==> src/rtl/mips_pkg.sv <==
// mips_pkg: shared arbiter state, byte-enable codes and register-file datatypes.
package mips_pkg;
    typedef enum logic {NORMAL, FORCE_B} state_t;
    localparam logic [1:0] BEN_NONE = 2'b00;
    localparam logic [1:0] BEN_LO   = 2'b01;
    localparam logic [1:0] BEN_HI   = 2'b10;
    localparam logic [1:0] BEN_ALL  = 2'b11;
    typedef logic [15:0] data_t;
    typedef logic [2:0]  reg_idx_t;
endpackage

==> src/rtl/rf_starve_ctrl.sv <==
// rf_starve_ctrl: counts cycles port B is blocked and forces a one-cycle B grant at the limit.
module rf_starve_ctrl
    import mips_pkg::*;
#(
    parameter int STARVE_LIMIT = 4
) (
    input  logic clk,
    input  logic rst_n,
    input  logic b_valid,
    input  logic b_fire,
    output logic force_b,
    output logic a_stall
);
    state_t     r_state, w_state_next;
    logic [3:0] r_cnt, w_cnt_next;
    always_comb begin
        w_cnt_next   = (!b_valid || b_fire) ? 4'd0 : ((r_cnt == 4'd15) ? r_cnt : r_cnt + 4'd1);
        w_state_next = (r_state == NORMAL && w_cnt_next == 4'(STARVE_LIMIT)) ? FORCE_B : NORMAL;
    end
    always_ff @(posedge clk or negedge rst_n) begin
        if (!rst_n) begin
            r_state <= NORMAL;
            r_cnt   <= 4'd0;
        end else begin
            r_state <= w_state_next;
            r_cnt   <= w_cnt_next;
        end
    end
    // The state flop itself is the stall, so a_stall is glitch-free.
    assign force_b = (r_state == FORCE_B);
    assign a_stall = force_b;
endmodule

==> src/rtl/rf_write_arbiter.sv <==
// rf_write_arbiter: arbitrates pipeline write-back (A) and long-latency unit (B) onto one
// registered register-file write port, merging disjoint byte writes to the same GPR.
module rf_write_arbiter
    import mips_pkg::*;
#(
    parameter int STARVE_LIMIT = 4
) (
    input  logic        clk,
    input  logic        rst_n,
    input  logic        a_valid,
    input  logic [2:0]  a_dest,
    input  logic [15:0] a_data,
    input  logic [1:0]  a_ben,
    output logic        a_stall,
    input  logic        b_valid,
    input  logic [2:0]  b_dest,
    input  logic [15:0] b_data,
    input  logic [1:0]  b_ben,
    output logic        b_ready,
    output logic [1:0]  w_en,
    output logic [2:0]  d,
    output logic [15:0] wr,
    output logic [7:0]  pend
);
    logic     w_force_b, w_a_act, w_merge, w_b_fire;
    logic [1:0] w_sel_en, r_w_en;
    reg_idx_t w_sel_d, r_d;
    data_t    w_sel_wr, r_wr;
    rf_starve_ctrl #(.STARVE_LIMIT(STARVE_LIMIT)) u_starve (
        .clk     (clk),
        .rst_n   (rst_n),
        .b_valid (b_valid),
        .b_fire  (w_b_fire),
        .force_b (w_force_b),
        .a_stall (a_stall)
    );
    always_comb begin
        w_a_act  = a_valid && !w_force_b;
        w_merge  = w_a_act && b_valid && a_dest == b_dest && (a_ben & b_ben) == BEN_NONE;
        b_ready  = w_force_b || !w_a_act || w_merge;
        w_b_fire = b_valid && b_ready;
        w_sel_en = w_a_act ? (a_ben | (w_merge ? b_ben : BEN_NONE)) : (w_b_fire ? b_ben : BEN_NONE);
        w_sel_d  = w_a_act ? a_dest : (w_b_fire ? b_dest : '0);
        // Each byte comes from A unless only B enables it in a merged write.
        w_sel_wr = w_a_act ? {(w_merge && (a_ben & BEN_HI) == BEN_NONE) ? b_data[15:8] : a_data[15:8],
                              (w_merge && (a_ben & BEN_LO) == BEN_NONE) ? b_data[7:0]  : a_data[7:0]}
                           : (w_b_fire ? b_data : '0);
        pend     = (b_valid && !b_ready) ? (8'd1 << b_dest) : 8'd0;
    end
    always_ff @(posedge clk or negedge rst_n) begin
        if (!rst_n) begin
            r_w_en <= BEN_NONE;
            r_d    <= '0;
            r_wr   <= '0;
        end else begin
            r_w_en <= w_sel_en;
            r_d    <= w_sel_d;
            r_wr   <= w_sel_wr;
        end
    end
    assign w_en = r_w_en;
    assign d    = r_d;
    assign wr   = r_wr;
endmodule

==> config.mk <==
export PLATFORM = sky130hd
export DESIGN_NAME = rf_write_arbiter
export DESIGN_NICKNAME = d
export VERILOG_FILES = /design/src/rtl/mips_pkg.sv /design/src/rtl/rf_starve_ctrl.sv /design/src/rtl/rf_write_arbiter.sv
export SDC_FILE = /design/constraint.sdc
export NUM_CORES = 1
export LEC_CHECK = 0
export CAP_MARGIN = 20
export CORE_UTILIZATION = 40
export CTS_CLUSTER_DIAMETER = 200
export DETAILED_ROUTE_END_ITERATION = 8
export PLACE_DENSITY_LB_ADDON = 0.12
export SKIP_LAST_GASP = 1
export SYNTH_ARGS = -nofsm -noshare
export SYNTH_HDL_FRONTEND = slang
export SYNTH_SLANG_ARGS = --single-unit
export TNS_END_PERCENT = 100
==> constraint.sdc <==
create_clock -name clk -period 3.6 [get_ports clk]
set_input_delay 0.36 -clock clk [delete_from_list [all_inputs] [get_ports clk]]
set_output_delay 0.36 -clock clk [all_outputs]
set_load 0.01 [all_outputs]
==> results by group, run 1 <==
STA
  – Period minus WS final: 2.93 ns
  – Final worst slack: around 0.67 ns
  – Slew headroom: 62.6%
  – Fin crit share: around four fifths
  – Fin. max-slew vios: 0
  – Peak Freq: 0.341 GHz
  – RSZ-0062 raised after global routing: no
  – Worst Max-Slew Pin Slew: about 0.56 ns
  – Fin Clk Skew: between 0.007 and 0.008 ns
  – # setup viols final: 0
  – Final hold viol count: 0
  – Setup TNS: 0 ns

Clocking
  – # resized after CTS: 0
  – Clock Latency Late Sink: 0.33 ns
  – Clock sink count: 26
  – TritonCTS clock tree: yes
  – Root buf cell: clkbuf_4
  – Worst-path clk slew: approximately 0.14 ns
  – Number of H-tree levels: 1
  – CTS Hold Bufs: 0
  – Clock Path Buffers: 2
  – Num CTS Buffers: 3
  – Post-CTS Setup Inserts: 0

Worst setup path
  – Crit. End Element: output pin
  – Critical Path RT: approximately 3.2 ns
  – Crit Path Category: in2out
  – CP Cell Sequence: clkdlybuf4s50_1 -> xnor2_2 -> nand4_4 -> nand3_2 -> nor4bb_1 -> clkdlybuf4s50_1
  – Critical path fanouts, max: 13
  – Worst path most repeated cell: clkdlybuf4s50_1
  – Path depth of the worst reg2reg path: 5
  – Type of origin of the critical path: primary input
  – Worst EP arrival: between 2 and 3 ns
  – CP max stage delay: ~0.60 ns
  – Slowest CP cell: clkdlybuf4s50_1

Synth
  – YS warnings: 0
  – Post-Synthesis Cells: 104
  – Dominant cell type by area after synthesis: dfrtp_1
  – #FFs+latches synth: 26
  – Synth top area share: between 50% and 60%
  – Synthesized cell area: between 1000 and 1500 µm²
  – Syn nets: roughly 150
  – Mean post-synth cell area: approximately 12 µm²
  – Top post-synthesis cells by area: dfrtp_1, a22o_1, xnor2_2, o31ai_4, nand2_1
  – Synth unique cells: 28
  – Register area share after synthesis: about half

Floorplanning
  – Io pins: 77
  – Core Region: just over 3000 µm²
  – Die height: 58.5 µm
  – Die W: 58.5 µm
  – Num rows: 20
  – Initial core utilization: 42.1%
  – Total die area: approximately 3400 µm²

Pwr
  – Logic pwr share: roughly 26%
  – Cell Int Power: roughly 530 µW
  – PD cells: 329 nW/µm²
  – Maximum vdd drop: ~0.19 mV
  – Pleak: 0.872 nW
  – Power share of the clock group: 29.0%
  – Switching pwr: 166 µW
  – Sequential share of power: 45.4%
  – Switching Share: 23.8%

Outcome
  – Status: completed

Min path
  – HP Class: in2async

Global route
  – Met2 usage: a little over a third
  – Vias in the first global route: roughly 1,100
  – Met3 usage: ~4.2%
  – Gr busiest metal: met2
  – Total global routing track utilization: between 10% and 20%
  – Overflow after GRT: 0
  – Initial antenna violation count: 0
  – Largest net degree at the start of global routing: 18
  – GR Util met1: 23.0%
  – First-pass GRT wire length: approximately 5000 µm

Flow run
  – Max-Cap Viols: 0

Layout
  – Core Util, Final: slightly above 70%
  – Sequential standard cell area: about 650 µm²
  – Fill count: 230
  – Area of the multi-input gates: 571 µm²
  – Final Non-Filler Cells: approximately 220
  – Final net count: between 200 and 250
  – Share of post-route cells with drive strength above 1: a little under 9%
  – Synthesis-to-layout area growth: 67.2%
  – N_diodes: 0

Place
  – Placement Setup Slack: roughly 0.67 ns
  – Final GP Congestion: 0.727
  – Port-buffer cells: 76
  – Detail Placement HPWL: ~2500 µm
  – Placed Cells: 220

Detailed routing
  – Post-route ant nets: 0
  – Final wirelength: between 3000 and 4000 µm
  – Via count: ~1,100
  – Iter 0 DRT Violations: 18
  – Routed len/inst: around 14 µm
  – Drt drc: 0
  – DR pass1 iterations: 4
  – Avg Vias per Cell: approximately 5.1
==> critical path, delay by kind of cell <==
kind          cells  cell delay [ns]
xor+xnor          1             0.23
buf+inv           2             1.19
simple gates      3             0.80
==> sequential cells by signal (all words and copies together), names as in the netlist <==
name and cells:
w_en 2, d 3, u_starve.r_cnt 4, wr 16, u_starve.a_stall 1
==> per-layer routing <==
metal / up-vias / share of wire [%]
met5: - / 0
met4: 0 / 2.8
met3: 10 / 7.1
met2: 53 / 50
met1: 526 / 40
li1: 543 / -
==> cells by family (layout without fill, tap and decap cells) <==
family | Yosys count | count (layout) | synth area share [%]
muxes | 1 | 1 | 0.785
buffers and inverters | 8 | 84 | 4.22
DFF | 26 | 26 | 51.0
and+or+nand+nor | 34 | 34 | 15.6
xor gates and xnor gates | 5 | 5 | 5.20
AOI/OAI and AO/OA | 29 | 29 | 22.2
adders and majority gates | 1 | 1 | 0.981
==> metrics by stage <==
stage / total power [mW] / hold WS (ns) / instance area (µm²)
3_5_place_dp: 0.505 / 0.621 / 2080
3_3_place_gp: 0.497 / 0.608 / 2050
4_1_cts: 0.705 / 0.391 / 2130
5_1_grt: 0.731 / 0.398 / 2130
2_1_floorplan: 0.394 / 0.0644 / 1270
6_report: 0.701 / 0.378 / 2130
==> synthesized netlist by cell type <==
| cell | n |
|---|---|
| xnor2_1 | 2 |
| nor2b_1 | 1 |
| buf_2 | 1 |
| a22oi_2 | 1 |
| o21ai_0 | 4 |
| nor4b_1 | 4 |
| nor2_1 | 5 |
| inv_1 | 2 |
| nand3_1 | 3 |
| a31oi_1 | 2 |
| clkbuf_1 | 2 |
| nor3_1 | 5 |
| o31ai_4 | 2 |
| nand3_2 | 1 |
| nor4_1 | 1 |
| nand2b_1 | 1 |
| mux2i_1 | 1 |
| a32o_1 | 2 |
| a22o_1 | 16 |
| nand4_4 | 1 |
| xnor2_2 | 3 |
| nor4bb_1 | 1 |
| o31a_4 | 2 |
| nor3b_1 | 1 |
| nand2_1 | 10 |
| dfrtp_1 | 26 |
| buf_6 | 3 |
| ha_1 | 1 |
==> path summary, 6_finish.rpt <==
path	to	startpoint	slack, ns
min in group clk	wr[4]	b_data[4]	0.62
max	pend[3]	b_dest[0]	0.67
max reg2reg	wr[5]	u_starve.a_stall	2.14
min reg2reg	u_starve.a_stall	u_starve.r_cnt[0]	0.65
min	wr[3]	rst_n	0.38
max in group asynchronous	wr[6]	rst_n	2.75
==> power groups by stage <==
stage / registers [mW] / logic (mW) / clock network, mW
floorplan: 0.334 / 0.0597 / 0
global placement: 0.323 / 0.173 / 0
detailed placement: 0.324 / 0.181 / 0
CTS: 0.318 / 0.182 / 0.205
global route: 0.320 / 0.192 / 0.219
finish: 0.318 / 0.179 / 0.203
==> cells in the final DEF, fill, tap and decap left out, types with 3 or more instances in the layout <==
cell / Yosys / routed
clkdlybuf4s50_1: 0 / 76
dfrtp_1: 26 / 26
a22o_1: 16 / 16
nand2_1: 10 / 10
nor2_1: 5 / 5
nor3_1: 5 / 5
o21ai_0: 4 / 4
nor4b_1: 4 / 4
xnor2_2: 3 / 3
nand3_1: 3 / 3
clkbuf_4: 0 / 3
==> final cells by class <==
class / instances / area share (%)
clock buffers: 3 / 1.06
flip-flops and latches: 26 / 30.5
clock inverters: 1 / 1.41
repair buffers: 78 / 37.3
multi-input cells: 70 / 26.8
well taps: 44 / 2.58
inverters: 2 / 0.352
(Power assumes the default switching activity.)
==> run 2, diff against run 1 <==
--- a/config.mk
+++ b/config.mk
@@ -6,7 +6,7 @@
 export NUM_CORES = 1
 export LEC_CHECK = 0
 export CAP_MARGIN = 20
-export CORE_UTILIZATION = 40
+export CORE_UTILIZATION = 37
 export CTS_CLUSTER_DIAMETER = 200
 export DETAILED_ROUTE_END_ITERATION = 8
 export PLACE_DENSITY_LB_ADDON = 0.12
==> constraint.sdc (replaced) <==
create_clock -name clk -period 2.8 [get_ports clk]
set_input_delay 0.28 -clock clk [delete_from_list [all_inputs] [get_ports clk]]
set_output_delay 0.28 -clock clk [all_outputs]
set_load 0.01 [all_outputs]
==> run 2 against run 1 <==
Against the previous run: global-route usage decreased by 1.3 points; setup slack got worse by 0.45 ns; via count decreased by 0.18%; sequential share of layout area about the same; routed wire length increased by 2.8%; clock skew increased by 0.00085 ns; register-to-register slack got worse by 0.98 ns.
==> results by group, run 2 (synthesized netlist as in run 1, its figures left out) <==
Outcome
  – Status: completed

Pwr
  – PD cells: 390 nW/µm² (+19%)
  – Switching Share: 25.2% (+1.4 points)
  – Cell Int Power: 623 µW (+17%)
  – Maximum vdd drop: 0.183 mV (-3.0%)
  – Switching pwr: 210 µW (+26%)
  – Sequential share of power: 49.1% (+3.7 points)
  – Logic pwr share: 28.1% (+2.5 points)
  – Pleak: 0.877 nW (+0.59%)
  – Power share of the clock group: 22.7% (-6.3 points)

Global route
  – First-pass GRT wire length: 4910 µm (-2.3%)
  – Initial antenna violation count: 0 (unchanged)
  – Overflow after GRT: 0 (unchanged)
  – Vias in the first global route: 1,103 (-3.1%)
  – Largest net degree at the start of global routing: 27 (+9)
  – Total global routing track utilization: 18.4% (-1.3 points)

Detailed routing
  – Metal-1 WL: 1380 µm (+6.7%)
  – Iter 0 DRT Violations: 20 (+2)
  – Drt drc: 0 (unchanged)
  – Via count: 1,130 (-0.18%)
  – Final wirelength: 3300 µm (+2.8%)
  – Avg Vias per Cell: 4.96 (-1.9%)
  – Highest metal used: met4
  – Met3 WL post-DR: 233 µm (+2.6%)
  – DR pass1 iterations: 4 (unchanged)
  – Met2 wire length: 1660 µm (+4.3%)
  – Routed len/inst: 14.5 µm (+0.97%)
  – Post-route ant nets: 0 (unchanged)

Clocking
  – Root buf cell: clkbuf_4
  – CTS Hold Bufs: 0 (unchanged)
  – Number of H-tree levels: 1 (unchanged)
  – Num CTS Buffers: 3 (unchanged)
  – Clock Path Buffers: 2 (unchanged)
  – TritonCTS clock tree: yes
  – # resized after CTS: 0 (unchanged)
  – Worst-path clk slew: 0.14 ns (about the same)
  – Clock Latency Late Sink: 0.32 ns (about the same)
  – Clock sink count: 26 (unchanged)
  – Post-CTS Setup Inserts: 0 (unchanged)

Floorplanning
  – Core Region: 3150 µm² (+4.1%)
  – Die W: 60.7 µm (+3.8%)
  – Initial core utilization: 40.4% (-1.7 points)
  – Total die area: 3680 µm² (+7.8%)
  – Die height: 60.7 µm (+3.8%)
  – Io pins: 77 (unchanged)
  – Num rows: 20 (unchanged)

Worst setup path
  – Crit. End Element: output pin
  – Type of origin of the critical path: primary input
  – Critical Path RT: 2.52 ns (-0.72 ns)
  – Critical path fanouts, max: 13 (unchanged)
  – Crit Path Category: in2out
  – Worst EP arrival: 2.30 ns (-0.27 ns)

Layout
  – Synthesis-to-layout area growth: 67.3% (about the same)
  – Most common cell after layout, fill and taps aside: clkdlybuf4s50_1
  – Final net count: 232 (+1.8%)
  – N_diodes: 0 (unchanged)
  – Most frequent cells in the layout: clkdlybuf4s50_1, dfrtp_1, a22o_1
  – Share of post-route cells with drive strength above 1: 10.9% (+2.0 points)
  – Final Non-Filler Cells: 228 (+1.8%)
  – Max FFs per register: 16 (unchanged)

STA
  – Fin Clk Skew: 0.00811 ns (+0.000854 ns)
  – Fin crit share: roughly 92%
  – RSZ-0062 raised after global routing: no
  – Slew headroom: 72.6% (+10 points)
  – Peak Freq: 0.387 GHz
  – Final hold viol count: 0 (unchanged)
  – Setup TNS: 0 ns (unchanged)
  – # setup viols final: 0 (unchanged)
  – Period minus WS final: around 2.6 ns
  – Fin. max-slew vios: 0 (unchanged)
  – Worst Max-Slew Pin Slew: 0.410 ns (-0.148 ns)

Place
  – Placed Cells: 224 (+1.8%)
  – Final GP Congestion: 0.726 (-0.19%)
  – Port-buffer cells: 76 (unchanged)
  – Detail Placement HPWL: 2570 µm (+2.9%)

Flow run
  – Max-Cap Viols: 0 (unchanged)

Min path
  – HP Class: in2async
-- run 2: cell types whose count changed in the layout (fill, tap and decap cells not counted) --
cell,change
buf_16,-1
buf_4,+5
bufinv_16,-1
clkbuf_8,+1
nand3_2,-1
nand3_4,+1
-- run 2: through the flow --
stage | util, % | worst slack (ns) | hold WS [ns] | power (mW) | area [µm²]
2_1_floorplan | - | 1.04 | -0.0156 | 0.507 | 1270
3_3_place_gp | 66.3 | 0.213 | 0.610 | 0.645 | 2090
3_5_place_dp | 66.3 | 0.134 | 0.611 | 0.651 | 2090
4_1_cts | 67.4 | 0.148 | 0.303 | 0.840 | 2130
5_1_grt | 67.7 | 0.0887 | 0.315 | 0.870 | 2130
6_report | 67.7 | 0.218 | 0.299 | 0.832 | 2130
-- run 2: cell type report --
| class | instances | area, µm² |
|---|---|---|
| fill | 252 | 1020 |
| timing repair buffer | 82 | 806 |
| sequential | 26 | 651 |
| multi-input combinational | 70 | 578 |
| tap | 44 | 55.1 |
| clock buffer | 4 | 36.3 |
| inverter | 2 | 7.51 |
-- run 2: power groups by stage --
stage	logic (mW)	registers (mW)	clock network (mW)
after global placement	0.229	0.416	0
after CTS	0.235	0.409	0.196
after global routing	0.251	0.412	0.207
after detailed placement	0.234	0.417	0
final	0.234	0.409	0.189
after floorplan	0.0767	0.430	0
-- run 2: worst paths after layout --
path / startpoint / endpoint / slack (ns) / cells after the start
max in group asynchronous: rst_n / wr[13] / 2.24 / 2
min in group clk: b_data[7] / wr[7] / 0.54 / 2
worst max register to register: u_starve.a_stall / wr[11] / 1.16 / 5
worst min register to register: u_starve.r_cnt[0] / u_starve.r_cnt[0] / 0.63 / 2
worst min-delay path: rst_n / wr[3] / 0.30 / 2
worst max-delay path: a_ben[0] / pend[4] / 0.22 / 6
-- run 2: routing by layer --
layer,up-vias,GRT usage (%)
met5,-,0
met4,0,7.47
met3,2,3.84
met2,43,33.6
met1,537,20.8
li1,548,-
-- run 2: worst max-delay path, cell delays in order --
cell and delay (ns):
clkdlybuf4s50_1 0.61, a22oi_2 0.14, nand4_4 0.17, nand3_4 0.17
nor4b_1 0.32, clkdlybuf4s50_1 0.60
==> run 3, diff against run 2 <==
--- a/config.mk
+++ b/config.mk
@@ -6,9 +6,11 @@
 export NUM_CORES = 1
 export LEC_CHECK = 0
 export CAP_MARGIN = 20
-export CORE_UTILIZATION = 37
+export CORE_UTILIZATION = 38
+export CTS_BUF_LIST = sky130_fd_sc_hd__clkbuf_8
 export CTS_CLUSTER_DIAMETER = 200
 export DETAILED_ROUTE_END_ITERATION = 8
+export MAX_ROUTING_LAYER = met4
 export PLACE_DENSITY_LB_ADDON = 0.12
 export SKIP_LAST_GASP = 1
 export SYNTH_ARGS = -nofsm -noshare
==> run 3 against run 2 <==
Against the previous run: via count shrank 1.9%; maximum frequency shrank 2.9%; die area shrank 2.5%; register-to-register slack gained 0.06 ns; non-clock buffer count shrank 1.
==> results by group, run 3 (synthesized netlist as in run 1, its figures left out) <==
Global route
  – Initial antenna violation count: 0 (unchanged)
  – Overflow after GRT: 0 (unchanged)
  – Total global routing track utilization: 18.5% (+0.12 points)
  – Met2 usage: 33.0% (-0.58 points)
  – Gr busiest metal: met2
  – Vias in the first global route: 1,090 (-1.2%)
  – Met3 usage: 3.68% (-0.16 points)
  – GR Util met1: 20.4% (-0.37 points)
  – First-pass GRT wire length: 4780 µm (-2.5%)
  – Largest net degree at the start of global routing: 27 (unchanged)

Outcome
  – Status: completed

Detailed routing
  – Post-route ant nets: 0 (unchanged)
  – Drt drc: 0 (unchanged)
  – Final wirelength: 3110 µm (-5.7%)
  – Avg Vias per Cell: 4.89 (-1.4%)
  – Via count: 1,109 (-1.9%)
  – Iter 0 DRT Violations: 7 (-65%)
  – Routed len/inst: 13.7 µm (-5.3%)
  – DR pass1 iterations: 3 (-1)

Layout
  – Final net count: 231 (-0.43%)
  – Core Util, Final: 68.8% (+1.2 points)
  – Most frequent cells in the layout: clkdlybuf4s50_1, dfrtp_1, a22o_1
  – Synthesis-to-layout area growth: 68.9%
  – Max FFs per register: 16 (unchanged)
  – N_diodes: 0 (unchanged)
  – Most common cell after layout, fill and taps aside: clkdlybuf4s50_1
  – Final Non-Filler Cells: 227 (-0.44%)
  – Fin area: 2150 µm² (+0.94%)
  – Share of post-route cells with drive strength above 1: 10.4% (-0.49 points)

Worst setup path
  – Crit. End Element: output pin
  – Critical path fanouts, max: 13 (unchanged)
  – Worst EP arrival: 2.38 ns (+0.08 ns)
  – Path depth of the worst reg2reg path: 5 (unchanged)
  – Crit Path Category: in2out
  – Type of origin of the critical path: primary input
  – Critical Path RT: 2.52 ns (about the same)

Clocking
  – Worst-path clk slew: 0.09 ns (-0.05 ns)
  – Clock Latency Late Sink: 0.27 ns (-0.05 ns)
  – Clock Path Buffers: 2 (unchanged)
  – Number of H-tree levels: 1 (unchanged)
  – Clock sink count: 26 (unchanged)
  – Post-CTS Setup Inserts: 0 (unchanged)
  – Root buf cell: clkbuf_8
  – CTS Hold Bufs: 0 (unchanged)
  – # resized after CTS: 0 (unchanged)
  – TritonCTS clock tree: yes
  – Num CTS Buffers: 3 (unchanged)

STA
  – # setup viols final: 0 (unchanged)
  – Final worst slack: 0.141 ns (-0.0777 ns)
  – Fin. max-slew vios: 0 (unchanged)
  – Final hold viol count: 0 (unchanged)
  – Fin Clk Skew: 0.00476 ns (-0.00336 ns)
  – Setup TNS: 0 ns (unchanged)
  – Peak Freq: 0.376 GHz (-2.9%)
  – Period minus WS final: 2.66 ns (+0.0777 ns)
  – Hold Slack: 0.374 ns (+0.0752 ns)
  – Slew headroom: 72.8% (+0.15 points)
  – Worst Max-Slew Pin Slew: 0.408 ns (-0.00225 ns)
  – Fin crit share: 95.0% (+2.8 points)
  – RSZ-0062 raised after global routing: no

Floorplanning
  – Initial core utilization: 40.8% (+0.32 points)
  – Die height: 59.9 µm (-1.3%)
  – Io pins: 77 (unchanged)
  – Total die area: 3590 µm² (-2.5%)
  – Die W: 59.9 µm (-1.3%)
  – Num rows: 20 (unchanged)
  – Core Region: 3130 µm² (-0.79%)

Pwr
  – Sequential share of power: 43.2% (-5.9 points)
  – Pleak: 0.886 nW (+1.0%)
  – Maximum vdd drop: 0.308 mV (+68%)
  – Switching Share: 22.5% (-2.6 points)
  – Cell Int Power: 733 µW (+18%)
  – Power share of the clock group: 32.4% (+9.7 points)
  – Switching pwr: 213 µW (+1.7%)
  – Logic pwr share: 24.4% (-3.7 points)
  – Pwr Total: 946 µW (+14%)
  – PD cells: 439 nW/µm² (+13%)

Min path
  – HP Class: in2async

Place
  – Final GP Congestion: 0.669 (-7.9%)
  – Area after DPL: 2080 µm² (-0.36%)
  – Detail Placement HPWL: 2400 µm (-6.8%)
  – Port-buffer cells: 76 (unchanged)
  – Placed Cells: 223 (-0.45%)
  – Placement Setup Slack: 0.158 ns (+0.0235 ns)

Flow run
  – Max-Cap Viols: 0 (unchanged)
==> run 3: cell type report <==
class,count,area (µm²)
clock buffer,3,41.3
sequential,26,651
clock inverter,1,30.0
tap,44,55.1
timing repair buffer,81,798
inverter,2,7.51
fill,244,975
multi-input combinational,70,571
==> run 3: worst paths after layout <==
kind                       slack, ns                to              start
min in group clk                0.61             wr[9]          b_data[9]
max in group asynchronous       2.18           w_en[0]              rst_n
hold / removal                  0.37             wr[4]              rst_n
setup reg to reg                1.22            wr[14]   u_starve.a_stall
setup / recovery                0.14           pend[3]           a_ben[0]
hold reg to reg                 0.65  u_starve.a_stall  u_starve.r_cnt[0]
==> run 3: power by group through the flow <==
stage	clock, mW	combinational, mW	sequential, mW
4_1_cts	0.318	0.234	0.409
3_3_place_gp	0	0.229	0.416
2_1_floorplan	0	0.0767	0.430
3_5_place_dp	0	0.232	0.417
5_1_grt	0.327	0.248	0.411
6_report	0.306	0.231	0.408
==> run 3: worst max-delay path, cell delays in order <==
cell and delay [ns]:
clkdlybuf4s50_1 0.61, a22oi_2 0.14, nand4_4 0.16, nand3_2 0.24, nor4bb_1 0.35, clkdlybuf4s50_1 0.59
==> run 3: layer usage <==
layer / vias up / wire [µm]
li1: 546 / -
met1: 510 / 1260
met4: 0 / 36
met2: 49 / 1580
met3: 4 / 234
met5: - / 0
